==> src/rtl/serial_pkg.sv <==
// Shared definitions for the serial operand feeder: FSM encoding, default width
// and the bit-counter width helper.
package serial_pkg;

    localparam int DEFAULT_WIDTH = 8;

    typedef enum logic [0:0] {
        IDLE  = 1'b0,
        SHIFT = 1'b1
    } state_t;

    // Counter must index 0..width-1; never narrower than one bit.
    function automatic int cnt_width(input int width);
        return (width < 2) ? 1 : $clog2(width);
    endfunction

endpackage

==> src/rtl/serial_operand_feeder_if.sv <==
// Parallel operand-pair input and LSB-first serial bit output of the feeder.
interface serial_operand_feeder_if
    import serial_pkg::*;
#(
    parameter int WIDTH = DEFAULT_WIDTH
);

    // Handshakes: a transfer happens on a rising clk edge where valid & ready are
    // both 1; valid never waits on ready, and data is held while valid & ~ready.
    // in_valid/in_ready move (a, b, sub); bit_valid/bit_ready move one serial bit.
    logic             in_valid;
    logic             in_ready;
    logic [WIDTH-1:0] a;
    logic [WIDTH-1:0] b;
    logic             sub;
    logic             bit_ready;
    logic             bit_valid;
    logic             a_bit;
    logic             b_bit;
    logic             cin_init;
    logic             first;
    logic             last;
    logic             busy;

    modport master (
        input  in_valid, a, b, sub, bit_ready,
        output in_ready, bit_valid, a_bit, b_bit, cin_init, first, last, busy
    );

    modport slave (
        output in_valid, a, b, sub, bit_ready,
        input  in_ready, bit_valid, a_bit, b_bit, cin_init, first, last, busy
    );

endinterface

==> src/rtl/serial_piso.sv <==
// Parallel-load, shift-right register; the LSB is the serial output.
module serial_piso
    import serial_pkg::*;
#(
    parameter int WIDTH = DEFAULT_WIDTH
) (
    input  logic             clk,
    input  logic             clr,
    input  logic             load,
    input  logic             shift,
    input  logic [WIDTH-1:0] din,
    output logic             lsb
);

    logic [WIDTH-1:0] sr_q;
    logic [WIDTH-1:0] sr_d;

    // Load wins over shift so a back-to-back frame replaces the finished one.
    always_comb begin
        sr_d = sr_q;
        if (load) begin
            sr_d = din;
        end else if (shift) begin
            sr_d = {1'b0, sr_q[WIDTH-1:1]};
        end
    end

    always_ff @(posedge clk or posedge clr) begin
        if (clr) begin
            sr_q <= '0;
        end else begin
            sr_q <= sr_d;
        end
    end

    assign lsb = sr_q[0];

endmodule

==> src/rtl/serial_operand_feeder.sv <==
// Turns a parallel (a, b, sub) operand pair into an LSB-first bit stream for a
// serial adder; B is pre-inverted and cin_init seeded for subtraction.
module serial_operand_feeder
    import serial_pkg::*;
#(
    parameter int WIDTH = DEFAULT_WIDTH
) (
    input  logic                    clk,
    input  logic                    clr,
    serial_operand_feeder_if.master io,
    output state_t                  dbg_state
);

    localparam int             CW      = cnt_width(WIDTH);
    localparam logic [CW-1:0]  CNT_MAX = CW'(WIDTH - 1);

    state_t        state_q, state_d;
    logic [CW-1:0] cnt_q, cnt_d;
    logic          cin_q, cin_d;

    logic shifting;
    logic last_beat;
    logic in_ready;
    logic accept;
    logic beat;
    logic load;
    logic shift;

    assign shifting  = (state_q == SHIFT);
    assign last_beat = shifting && (cnt_q == CNT_MAX);
    // Ready on the final beat too, so the next frame starts with no idle gap.
    assign in_ready  = ~clr & (~shifting | (last_beat & io.bit_ready));
    assign accept    = io.in_valid & in_ready;
    assign beat      = shifting & io.bit_ready;
    assign load      = accept;
    assign shift     = beat & ~last_beat;

    always_comb begin
        state_d = state_q;
        cnt_d   = cnt_q;
        cin_d   = cin_q;
        if (accept) begin
            state_d = SHIFT;
            cnt_d   = '0;
            cin_d   = io.sub;
        end else if (beat) begin
            if (last_beat) begin
                state_d = IDLE;
            end else begin
                cnt_d = (cnt_q == CNT_MAX) ? cnt_q : cnt_q + 1'b1;
            end
        end
    end

    always_ff @(posedge clk or posedge clr) begin
        if (clr) begin
            state_q <= IDLE;
            cnt_q   <= '0;
            cin_q   <= 1'b0;
        end else begin
            state_q <= state_d;
            cnt_q   <= cnt_d;
            cin_q   <= cin_d;
        end
    end

    serial_piso #(.WIDTH(WIDTH)) u_piso_a (
        .clk   (clk),
        .clr   (clr),
        .load  (load),
        .shift (shift),
        .din   (io.a),
        .lsb   (io.a_bit)
    );

    serial_piso #(.WIDTH(WIDTH)) u_piso_b (
        .clk   (clk),
        .clr   (clr),
        .load  (load),
        .shift (shift),
        .din   (io.b ^ {WIDTH{io.sub}}),
        .lsb   (io.b_bit)
    );

    assign io.in_ready  = in_ready;
    assign io.bit_valid = shifting;
    assign io.busy      = shifting;
    assign io.first     = shifting && (cnt_q == '0);
    assign io.last      = last_beat;
    assign io.cin_init  = cin_q;
    assign dbg_state    = state_q;

endmodule

==> src/flat_wrapper.sv <==
// flat-port wrapper written by rule: the top's interface ports become plain ports
module serial_operand_feeder_flat import serial_pkg::*;
#(
    parameter int WIDTH = DEFAULT_WIDTH
)
  (clk, clr, dbg_state, io_in_valid, io_a, io_b, io_sub, io_bit_ready, io_in_ready, io_bit_valid, io_a_bit, io_b_bit, io_cin_init, io_first, io_last, io_busy);
  serial_operand_feeder_if #(.WIDTH(WIDTH)) io_i ();
  input  logic clk;
  input  logic clr;
  output state_t dbg_state;
  input wire logic [$bits(io_i.in_valid)-1:0] io_in_valid;
  input wire logic [$bits(io_i.a)-1:0] io_a;
  input wire logic [$bits(io_i.b)-1:0] io_b;
  input wire logic [$bits(io_i.sub)-1:0] io_sub;
  input wire logic [$bits(io_i.bit_ready)-1:0] io_bit_ready;
  output wire logic [$bits(io_i.in_ready)-1:0] io_in_ready;
  output wire logic [$bits(io_i.bit_valid)-1:0] io_bit_valid;
  output wire logic [$bits(io_i.a_bit)-1:0] io_a_bit;
  output wire logic [$bits(io_i.b_bit)-1:0] io_b_bit;
  output wire logic [$bits(io_i.cin_init)-1:0] io_cin_init;
  output wire logic [$bits(io_i.first)-1:0] io_first;
  output wire logic [$bits(io_i.last)-1:0] io_last;
  output wire logic [$bits(io_i.busy)-1:0] io_busy;
  assign io_i.in_valid = io_in_valid;
  assign io_i.a = io_a;
  assign io_i.b = io_b;
  assign io_i.sub = io_sub;
  assign io_i.bit_ready = io_bit_ready;
  assign io_in_ready = io_i.in_ready;
  assign io_bit_valid = io_i.bit_valid;
  assign io_a_bit = io_i.a_bit;
  assign io_b_bit = io_i.b_bit;
  assign io_cin_init = io_i.cin_init;
  assign io_first = io_i.first;
  assign io_last = io_i.last;
  assign io_busy = io_i.busy;
  serial_operand_feeder #(.WIDTH(WIDTH)) u_core (.clk(clk), .clr(clr), .io(io_i), .dbg_state(dbg_state));
endmodule
==> config.mk <==
export PLATFORM = sky130hd
export DESIGN_NAME = serial_operand_feeder_flat
export DESIGN_NICKNAME = d
export VERILOG_FILES = /design/src/rtl/serial_pkg.sv /design/src/rtl/serial_operand_feeder_if.sv /design/src/rtl/serial_piso.sv /design/src/rtl/serial_operand_feeder.sv /design/src/flat_wrapper.sv
export SDC_FILE = /design/constraint.sdc
export NUM_CORES = 1
export LEC_CHECK = 0
export ABC_AREA = 1
export ABC_CLOCK_PERIOD_IN_PS = 3500
export CORE_MARGIN = 3
export CORE_UTILIZATION = 51
export DETAILED_ROUTE_END_ITERATION = 10
export HOLD_SLACK_MARGIN = 0.12
export PLACE_DENSITY = 0.93
export SYNTH_ARGS = -nofsm -noshare
export SYNTH_HDL_FRONTEND = slang
export SYNTH_HIERARCHICAL = 1
export SYNTH_SLANG_ARGS = --single-unit
export TNS_END_PERCENT = 100
==> constraint.sdc <==
create_clock -name clk -period 3.5 [get_ports clk]
set_input_delay 0.7 -clock clk [delete_from_list [all_inputs] [get_ports clk]]
set_output_delay 0.7 -clock clk [all_outputs]
set_load 0.01 [all_outputs]
==> results.md, run 1 <==
| Quantity | This run | Unit |
|:---|:---|:---|
| Number of antenna violations at the first check in global routing | 0 | - |
| Setup repair after global routing missed its margin | false | - |
| Critical Path Source Type | input port | - |
| Die area | 2900 | µm² |
| Tightest slew margin relative to the limit | 52.1 | % |
| Post-synth EDFFs | 0 | - |
| Horiz. Die Dim | 53.9 | µm |
| Total cell area at the placement stage | 1440 | µm² |
| Via density per instance | 5.27 | - |
| Number of buffer cells added on primary ports | 29 | - |
| Final count of hold timing violations | 0 | - |
| Sequential share of the synthesized area | 45.0 | % |
| DRC viols | 0 | - |
| Register bit count reported by yosys | 21 | - |
| Kind of critical path | input port to output pin | - |
| Pin count of the biggest net entering global routing | 22 | - |
| Worst hold-check slack | 0.482 | ns |
| Outcome | finished clean | - |
| Number of I/O pins | 30 | - |
| Cell type contributing the most total cell area after synthesis | dfrtp_1 | - |
| CTS root buffer | clkbuf_4 | - |
| Critical Path, Cell by Cell | clkdlybuf4s50_1 -> nand2_1 -> nand2_2 -> nand2_1 -> inv_1 -> clkdlybuf4s50_1 | - |
| Overflow left after global routing | 0 | - |
| Die boundary height | 53.9 | µm |
| P_leak | 0.000742 | µW |
| Multi-input gate area | 533 | µm² |
| Via count of the first global-routing pass | 1049 | - |
| Total Routing Usage GR | 19.8 | % |
| CTS hold repair buffers | 0 | - |
| Final Cycle Share | 81.3 | % |
| Routed vias | 1022 | - |
| Number of design-rule violations left by the first detailed-router iteration | 22 | - |
| Class of the worst hold path | flop to flop | - |
| Crit Path Max Fanout | 5 | - |
| Dominant cell by count in the synthesized netlist | nand2_1 | - |
| Final setup margin | 0.655 | ns |
| Clock input transition at the sequential cells of the worst setup and hold paths | 0.11 | ns |
| Layout net count | 192 | - |
| Biggest area contributors in the synthesized netlist | dfrtp_1 45%, nand2_1 16%, nand3_1 12% | - |
| Register-to-register path setup slack | 1.46 | ns |
| Post CTS Setup Buffer Count | 0 | - |
| Std-Cell Core Area | 2060 | µm² |
| TritonCTS clock tree | yes | - |
| Capturing instance or port of the critical path | io_in_ready | - |
| Worst-case clock skew | 0.00556 | ns |
| Count of distinct cell types in the synthesized netlist | 16 | - |
| Antenna Cells | 0 | - |
| Shortest period the worst path allows | 2.85 | ns |
| Placed Cells incl. Taps | 190 | - |
| Max Freq | 351 | MHz |
| Count of warnings emitted by yosys | 6 | - |
| Endpoint type of the worst setup path | output pin | - |
| Post-synth design cell area | 1170 | µm² |
| Total CTS buffers | 3 | - |
| Number of antenna-violating nets in the routed design | 0 | - |
| Startpoint of the most critical register-to-register path | u_core/cnt_q[0]$_DFFE_PP0P_ | - |
| Storage cell area | 526 | µm² |
| Worst-case reg-to-reg path depth | 9 | - |
| Measured slew at the worst slew-check pin | 0.718 | ns |
| Top-area cell type share of the netlist area | 45.0 | % |
| Summed area of non-filler cells in the final layout | 1460 | µm² |
| Routed Wire Length | 2.48 | mm |
| Number of max-capacitance violations reported | 0 | - |
| Synthesized area divided by synthesized cell count | 8.29 | µm² |
| Required time worst endpoint | 2.80 | ns |
| Clock latency on the worst-skew pair | 0.30 | ns |
| Critical Path Start | io_bit_ready | - |
| Number of instances in the synthesized netlist | 141 | - |
| Routed len/inst | 12.8 | µm |
| PostCTS Resize Cnt | 0 | - |
| Buf/Inv on CP | 3 | - |
| Layout area overhead | 25.2 | % |
| Clock Sink Count | 21 | - |
| Maximum clock path buffer count | 2 | - |
| Master of the slowest instance on the critical path | clkdlybuf4s50_1 | - |
| Worst ir drop on vdd | 0.000398 | V |
| Power density over cell area | 655 | nW/µm² |
| Final GP Congestion | 0.783 | - |
| Number of H-tree levels | 1 | - |
| First-pass DRT Iterations | 4 | - |
| Family with the most delay on the worst path | buffers and inverters | - |
| Non-filler cells, final | 194 | - |
| Fin. max-slew vios | 0 | - |
| Number of rows created at floorplan | 16 | - |
| Most frequently used flop master after synthesis | dfrtp_1 | - |
| Number of cells on the critical path | 6 | - |
| Leading cell types by count after synthesis | 49 x nand2_1, 28 x nand3_1, 21 x dfrtp_1 | - |
| Crit path largest cell delay | 0.57 | ns |
| Wire length of the first global-routing pass | 4.18 | mm |
| Post-synthesis net count | 165 | - |
| Fraction of layout instances using a drive strength above 1 | 8.38 | % |
| Critical Path AT | 2.15 | ns |
| Async S/R FF share, synth | 100 | % |
| Initial core utilization | 56.7 | % |
| DP HPWL | 1.88 | mm |
| Final number of setup-violating endpoints | 0 | - |
| Aggregate negative setup slack | 0 | ns |
| Worst slack, placed | 0.678 | ns |
| Worst reg2reg endpoint | u_core/u_piso_a/sr_q[0]$_DFFE_PP0P_ | - |
| Final-layout fill cell count | 162 | - |
-- metrics by stage --
stage	utilization, %	total power (µW)
CTS	70.9	962
global route	70.9	1030
detailed placement	69.6	847
floorplan	-	694
finish	70.9	958
global placement	69.6	814
-- power by group --
part           internal, µW  switching, µW  total [µW]
combinational           195            233         428
clock                  42.6           69.8         112
sequential              344           72.9         417
-- placed cells by master, fill, tap and decap left out --
| cell | instances |
|---|---|
| nor2_1 | 1 |
| nand2_2 | 1 |
| nor2_2 | 1 |
| nor2_8 | 2 |
| inv_1 | 10 |
| nand3_2 | 2 |
| clkbuf_4 | 3 |
| nand4_1 | 4 |
| clkinv_2 | 1 |
| xor2_1 | 8 |
| nand2_1 | 49 |
| ha_1 | 3 |
| inv_2 | 4 |
| nand3_1 | 28 |
| clkdlybuf4s50_1 | 29 |
| dfrtp_1 | 21 |
-- worst min-delay path: cells and delay by family (launching register included) --
kind | cells | cell delay (ns)
flip-flops | 1 | 0.36
AND/OR/NAND/NOR | 2 | 0.10
-- metal layers --
metal | GRT usage, % | part of all wire, % | vias to the layer above
li1 | - | - | 501
met1 | 22.1 | 42 | 484
met2 | 36.5 | 51 | 35
met3 | 3.05 | 6.1 | 2
met4 | 8.51 | 0.57 | 0
met5 | 0 | 0 | -
-- layout make-up --
cell class                      count  share of cell area, %
Inverter                           14                   3.59
Tap cell                           27                   2.31
Sequential cell                    21                   35.9
Multi-Input combinational cell     99                   36.4
Clock inverter                      1                  0.342
Timing Repair Buffer               29                   19.8
Clock buffer                        3                   1.54
-- how the worst min path moves through the flow --
stage                     slack [ns]                           startpoint  cells past startpoint                                  end
after floorplan                 0.44  u_core/u_piso_a/sr_q[7]$_DFFE_PP0P_                      2  u_core/u_piso_a/sr_q[7]$_DFFE_PP0P_
after global placement          0.46  u_core/u_piso_b/sr_q[7]$_DFFE_PP0P_                      2  u_core/u_piso_b/sr_q[7]$_DFFE_PP0P_
after detailed placement        0.46  u_core/u_piso_b/sr_q[7]$_DFFE_PP0P_                      2  u_core/u_piso_b/sr_q[7]$_DFFE_PP0P_
after CTS                       0.49  u_core/u_piso_b/sr_q[7]$_DFFE_PP0P_                      2  u_core/u_piso_b/sr_q[7]$_DFFE_PP0P_
after global routing            0.53  u_core/u_piso_a/sr_q[7]$_DFFE_PP0P_                      2  u_core/u_piso_a/sr_q[7]$_DFFE_PP0P_
final                           0.48  u_core/u_piso_b/sr_q[7]$_DFFE_PP0P_                      2  u_core/u_piso_b/sr_q[7]$_DFFE_PP0P_
-- registers in the layout, summed over array words and instances, names as in the netlist --
| signal | cells |
|---|---|
| u_core/cnt_q | 3 |
| u_core/dbg_state | 1 |
| u_core/u_piso_b/sr_q | 8 |
| u_core/u_piso_a/sr_q | 8 |
| u_core/io.cin_init | 1 |
-- logic make-up (layout without fill, tap and decap cells) --
| family | Yosys count | count (layout) | synth area share [%] |
|---|---|---|---|
| xor+xnor | 8 | 8 | 6.00 |
| fa+ha+maj | 3 | 3 | 3.21 |
| buf+inv | 21 | 47 | 9.42 |
| flops | 21 | 21 | 45.0 |
| simple gates | 88 | 88 | 36.4 |
Power figures use the tool's default switching activity.
==> run 2, diff against run 1 <==
- ABC_CLOCK_PERIOD_IN_PS: 3500 -> 2400
- CORE_UTILIZATION: 51 -> 43
- PLACE_DENSITY: 0.93 -> 0.84
- clock period: 3.5 -> 2.4 ns (I/O delays scaled with it)
==> run 2 against run 1 <==
Compared with the run above:
- core utilization fell by 11 points
- global-route usage fell by 4.0 points
- sequential share of layout area fell by 1.1 points
- sequential power increased by 44%
- clock power up 46%
- worst setup slack worse by 0.48 ns
- non-clock buffer count grew 5
- critical path depth did not move
- final cell count is 4.1% higher
- sequential cell count stayed put
- die area grew 16%
- hold slack better by 0.0082 ns
==> results.md, run 2 (synthesis results as in run 1) <==
| Quantity | This run | Unit |
|:---|:---|:---|
| Aggregate negative setup slack | 0 | ns |
| TritonCTS clock tree | yes | - |
| Net switching power | 529 | µW |
| Final count of hold timing violations | 0 | - |
| CTS hold repair buffers | 0 | - |
| Total cell area at the placement stage | 1470 | µm² |
| Total Routing Usage GR | 15.8 | % |
| Outcome | finished clean | - |
| Routed vias | 998 | - |
| Largest regs | u_core/u_piso_a/sr_q (8), u_core/u_piso_b/sr_q (8), u_core/cnt_q (3) | - |
| Total CTS buffers | 3 | - |
| Sw Share | 37.7 | % |
| First-pass DRT Iterations | 4 | - |
| Wire length of the first global-routing pass | 4.31 | mm |
| Shortest period the worst path allows | 2.22 | ns |
| Maximum clock path buffer count | 2 | - |
| Summed area of non-filler cells in the final layout | 1510 | µm² |
| Non-filler cells, final | 202 | - |
| Relative contribution of sequential cells to total power | 42.9 | % |
| Number of max-capacitance violations reported | 0 | - |
| DP HPWL | 1.91 | mm |
| Number of antenna violations at the first check in global routing | 0 | - |
| Routed len/inst | 12.0 | µm |
| Tightest slew margin relative to the limit | 69.0 | % |
| Class of the worst hold path | input port to asynchronous set/reset pin | - |
| Most frequent standard cell in the layout excluding fill and tap cells | nand2_1 | - |
| Final number of setup-violating endpoints | 0 | - |
| Routed Wire Length | 2.43 | mm |
| Worst ir drop on vdd | 0.000449 | V |
| Final Cycle Share | 92.6 | % |
| Clock input transition at the sequential cells of the worst setup and hold paths | 0.11 | ns |
| Std-Cell Core Area | 2520 | µm² |
| Kind of critical path | flop to output pin | - |
| Max Freq | 450 | MHz |
| Clock Sink Count | 21 | - |
| Clock latency on the worst-skew pair | 0.29 | ns |
| Overflow left after global routing | 0 | - |
| Share of the core filled with cells in the final layout | 59.8 | % |
| Layout area overhead | 29.0 | % |
| Endpoint type of the worst setup path | output pin | - |
| P_leak | 0.000777 | µW |
| Measured slew at the worst slew-check pin | 0.464 | ns |
| Antenna Cells | 0 | - |
| Final-layout fill cell count | 227 | - |
| Crit Path Max Fanout | 2 | - |
| Critical Path AT | 1.74 | ns |
| Number of I/O pins | 30 | - |
| Critical Path Source Type | flop | - |
| Fraction of layout instances using a drive strength above 1 | 11.0 | % |
| Number of antenna-violating nets in the routed design | 0 | - |
| Initial core utilization | 46.3 | % |
| Worst-case clock skew | 0.000901 | ns |
| Worst hold-check slack | 0.490 | ns |
| Placed Cells incl. Taps | 197 | - |
| Required time worst endpoint | 1.92 | ns |
| Number of design-rule violations left by the first detailed-router iteration | 48 | - |
| Layout net count | 197 | - |
| Horiz. Die Dim | 58.1 | µm |
| Portion of total power attributed to the clock network | 11.6 | % |
| DRC viols | 0 | - |
| Die area | 3380 | µm² |
| Via density per instance | 4.94 | - |
| Part of the power in combinational logic | 45.5 | % |
| Via count of the first global-routing pass | 1035 | - |
| Number of rows created at floorplan | 18 | - |
| Fin. max-slew vios | 0 | - |
| Final GP Congestion | 0.801 | - |
| Number of H-tree levels | 1 | - |
| Pin count of the biggest net entering global routing | 17 | - |
| CTS root buffer | clkbuf_4 | - |
| Internal | 874 | µW |
| Power density over cell area | 930 | nW/µm² |
| Most frequent cells in the layout | 49 x nand2_1, 28 x clkdlybuf4s50_1, 28 x nand3_1 | - |
| Setup repair after global routing missed its margin | false | - |
| Die boundary height | 58.1 | µm |
| Number of buffer cells added on primary ports | 29 | - |
-- run 2: cell types whose count changed in the layout (fill, tap and decap cells not counted) --
cell             previous run  this run
ha_1                        3         2
clkbuf_1                    0         1
clkinv_2                    1         0
ha_2                        0         1
dlymetal6s2s_1              0         1
buf_4                       0         5
clkdlybuf4s50_1            29        28
-- run 2: critical path: stages, from the launching register on --
cell	delay, ns
dfrtp_1	0.40
buf_4	0.14
inv_1	0.06
ha_1	0.14
nand2_1	0.05
nor2_1	0.11
clkdlybuf4s50_1	0.55
-- run 2: area by class of cell --
cell class                 count  area, µm²  share of cell area, %
timing repair buffer          34        330                   21.9
clock buffer                   4       26.3                   1.74
tap                           30       37.5                   2.49
inverter                      14       52.6                   3.49
multi-input combinational     99        536                   35.5
sequential                    21        526                   34.9
-- run 2: power by group through the flow --
stage,Sequential [µW],Clock (µW),Combinational [µW]
CTS,603,174,650
finish,602,163,638
global route,625,182,723
floorplan,603,0,410
detailed placement,614,0,633
global placement,599,0,598
-- run 2: timing repair --
action,CTS,global route
endpoints found under the setup margin,1,1
gates resized for setup,0,2
setup buffers,1,0
-- run 2: final timing paths --
path	slack, ns	endpoint	cells after the start	startpoint
worst max-delay path	0.18	io_first	6	u_core/cnt_q[0]$_DFFE_PP0P_
max in group asynchronous	1.65	u_core/u_piso_a/sr_q[5]$_DFFE_PP0P_	2	clr
worst min register to register	0.49	u_core/u_piso_b/sr_q[7]$_DFFE_PP0P_	2	u_core/u_piso_b/sr_q[7]$_DFFE_PP0P_
worst max register to register	0.59	u_core/u_piso_b/sr_q[1]$_DFFE_PP0P_	9	u_core/cnt_q[1]$_DFFE_PP0P_
min in group clk	0.49	u_core/u_piso_b/sr_q[7]$_DFFE_PP0P_	2	u_core/u_piso_b/sr_q[7]$_DFFE_PP0P_
worst min-delay path	0.49	u_core/u_piso_b/sr_q[5]$_DFFE_PP0P_	2	clr
-- run 2: through the flow --
step           setup WS [ns]  power (µW)
2_1_floorplan          0.867        1010
3_3_place_gp           0.191        1200
3_5_place_dp           0.137        1250
4_1_cts              0.00135        1430
5_1_grt               0.0317        1530
6_report               0.179        1400
-- run 2: per-layer routing --
| layer | part of all wire, % | GRT usage (%) | vias up |
|---|---|---|---|
| li1 | - | - | 509 |
| met1 | 42 | 19.5 | 468 |
| met2 | 53 | 29.0 | 21 |
| met3 | 4.9 | 3.12 | 0 |
| met4 | 0 | 2.32 | 0 |
| met5 | 0 | 0 | - |
==> run 3, diff against run 2 <==
- GPL_TIMING_DRIVEN: not set -> 0
==> run 3 against run 2 <==
Compared with the run above:
- critical path depth down 1
- global-route usage grew 0.52 points
- count of clock-buffer cells in the layout down 1
- clock skew rose by 0.0077 ns
- first-iteration DRC count shrank 2.1%
- non-clock buffer count is 1 higher
- register-to-register slack better by 0.08 ns
- combinational power up 3%
- total power grew 2.4%
- critical endpoint is now io_last
- core utilization increased by 0.20 points
==> results.md, run 3 (synthesis results as in run 1) <==
| Quantity | This run | Unit |
|:---|:---|:---|
| Number of max-capacitance violations reported | 0 | - |
| Kind of critical path | flop to output pin | - |
| Largest regs | u_core/u_piso_a/sr_q (8), u_core/u_piso_b/sr_q (8), u_core/cnt_q (3) | - |
| Power density over cell area | 949 | nW/µm² |
| GR met2 Demand/Resource | 31.3 | % |
| Critical Path AT | 1.75 | ns |
| Number of design-rule violations left by the first detailed-router iteration | 47 | - |
| Layout net count | 198 | - |
| Final GP Congestion | 0.804 | - |
| Critical Path, Cell by Cell | ha_1 -> ha_1 -> nand2_1 -> inv_1 -> clkdlybuf4s50_1 | - |
| CTS hold repair buffers | 0 | - |
| Required time worst endpoint | 1.92 | ns |
| Initial core utilization | 46.3 | % |
| DRC viols | 0 | - |
| TritonCTS clock tree | yes | - |
| Crit path largest cell delay | 0.48 | ns |
| Die boundary height | 58.1 | µm |
| Crit Path Max Fanout | 3 | - |
| Overflow left after global routing | 0 | - |
| Number of H-tree levels | 1 | - |
| Pin count of the biggest net entering global routing | 13 | - |
| Wire length of the first global-routing pass | 4.30 | mm |
| Number of antenna violations at the first check in global routing | 0 | - |
| Layout area overhead | 29.4 | % |
| Met1 track demand over resource | 17.9 | % |
| Setup repair after global routing missed its margin | false | - |
| Startpoint of the most critical register-to-register path | u_core/cnt_q[0]$_DFFE_PP0P_ | - |
| Shortest period the worst path allows | 2.23 | ns |
| Tightest slew margin relative to the limit | 78.1 | % |
| Final count of hold timing violations | 0 | - |
| Non-filler cells, final | 203 | - |
| Outcome | finished clean | - |
| Max Freq | 448 | MHz |
| Capturing instance or port of the critical path | io_last | - |
| Via density per instance | 5.01 | - |
| Summed area of non-filler cells in the final layout | 1510 | µm² |
| Routed Wire Length | 2.44 | mm |
| Family with the most delay on the worst path | buffers and inverters | - |
| DP HPWL | 1.95 | mm |
| CTS root buffer | clkbuf_4 | - |
| Placed Cells incl. Taps | 199 | - |
| Antenna Cells | 0 | - |
| Critical Path Start | u_core/cnt_q[0]$_DFFE_PP0P_ | - |
| Final-layout fill cell count | 232 | - |
| Final setup margin | 0.165 | ns |
| Die area | 3380 | µm² |
| Clock input transition at the sequential cells of the worst setup and hold paths | 0.11 | ns |
| Worst-case reg-to-reg path depth | 10 | - |
| Clock latency on the worst-skew pair | 0.30 | ns |
| Routed len/inst | 12.0 | µm |
| Measured slew at the worst slew-check pin | 0.329 | ns |
| Aggregate negative setup slack | 0 | ns |
| Std-Cell Core Area | 2520 | µm² |
| Total CTS buffers | 3 | - |
| Master of the slowest instance on the critical path | clkdlybuf4s50_1 | - |
| Final Cycle Share | 93.1 | % |
| Most frequent standard cell in the layout excluding fill and tap cells | nand2_1 | - |
| Maximum clock path buffer count | 2 | - |
| PostCTS Resize Cnt | 1 | - |
| Total Routing Usage GR | 16.3 | % |
| Number of cells on the critical path | 5 | - |
| Worst ir drop on vdd | 0.000524 | V |
| Number of antenna-violating nets in the routed design | 0 | - |
| First-pass DRT Iterations | 4 | - |
| Buf/Inv on CP | 2 | - |
| Share of the core filled with cells in the final layout | 60.0 | % |
| Horiz. Die Dim | 58.1 | µm |
| Endpoint type of the worst setup path | output pin | - |
| Class of the worst hold path | input port to asynchronous set/reset pin | - |
| Fraction of layout instances using a drive strength above 1 | 12.1 | % |
| Register-to-register path setup slack | 0.67 | ns |
| Clock Sink Count | 21 | - |
| Most heavily used metal layer in global routing | met2 | - |
| Number of buffer cells added on primary ports | 28 | - |
| Worst-case clock skew | 0.00858 | ns |
| Final number of setup-violating endpoints | 0 | - |
| Most frequent cells in the layout | 49 x nand2_1, 28 x nand3_1, 27 x clkdlybuf4s50_1 | - |
| Met3 usage in global routing | 2.90 | % |
| Number of rows created at floorplan | 18 | - |
| Number of I/O pins | 30 | - |
| Worst slack, placed | -0.00309 | ns |
| Worst reg2reg endpoint | u_core/u_piso_a/sr_q[1]$_DFFE_PP0P_ | - |
| Routed vias | 1017 | - |
| Most prevalent standard cell on the critical path | ha_1 | - |
| Total cell area at the placement stage | 1490 | µm² |
| Via count of the first global-routing pass | 1063 | - |
| Post CTS Setup Buffer Count | 0 | - |
| Critical Path Source Type | flop | - |
| Fin. max-slew vios | 0 | - |
| P_leak | 0.000777 | µW |
## run 3: cell count changes in the layout (fill, tap and decap cells not counted)
cell             change
clkinv_2             +1
dlymetal6s2s_1       -1
buf_4                -1
ha_1                 +1
buf_2                +1
clkdlybuf4s50_1      -1
buf_6                +2
dlygate4sd2_1        +1
clkbuf_1             -1
ha_2                 -1
## run 3: layer usage
layer  up-vias  share of wire [%]
met3         4                5.5
met5         -                  0
met1       475                 40
met2        27                 54
li1        511                  -
met4         0               0.82
## run 3: worst min path at each step
| stage | to | slack [ns] | cells past startpoint |
|---|---|---|---|
| CTS | u_core/cnt_q[0]$_DFFE_PP0P_ | 0.45 | 2 |
| floorplan | u_core/cnt_q[0]$_DFFE_PP0P_ | 0.29 | 1 |
| detailed placement | u_core/io.cin_init$_DFFE_PP0P_ | 0.46 | 2 |
| global route | u_core/cnt_q[0]$_DFFE_PP0P_ | 0.50 | 2 |
| global placement | u_core/u_piso_b/sr_q[7]$_DFFE_PP0P_ | 0.46 | 2 |
| finish | u_core/cnt_q[1]$_DFFE_PP0P_ | 0.46 | 2 |
## run 3: per-stage QoR
step	hold slack [ns]	power, µW
5_1_grt	0.498	1550
4_1_cts	0.452	1450
2_1_floorplan	0.291	1010
6_report	0.457	1440
3_5_place_dp	0.465	1280
3_3_place_gp	0.457	1230
## run 3: cell type report
cell class / instances / area [µm²] / share of cell area [%]
timing repair buffer: 28 / 279 / 18.4
inverter: 14 / 52.6 / 3.47
clock inverter: 1 / 5.00 / 0.331
multi-input combinational: 99 / 533 / 35.2
tap: 30 / 37.5 / 2.48
buffer: 7 / 57.6 / 3.80
clock buffer: 3 / 22.5 / 1.49
sequential: 21 / 526 / 34.7
## run 3: report_power, final
group,internal [µW],switching (µW)
Clock,62.1,108
Combinational,321,337
Sequential,502,106
## run 3: worst register-to-register path: stages (launching register included)
cell,delay [ns]
dfrtp_1,0.43
ha_1,0.21
ha_1,0.22
nand2_1,0.09
nand2_2,0.08
nand3_2,0.13
inv_2,0.07
buf_6,0.15
inv_2,0.11
nand3_1,0.10
nand3_1,0.09
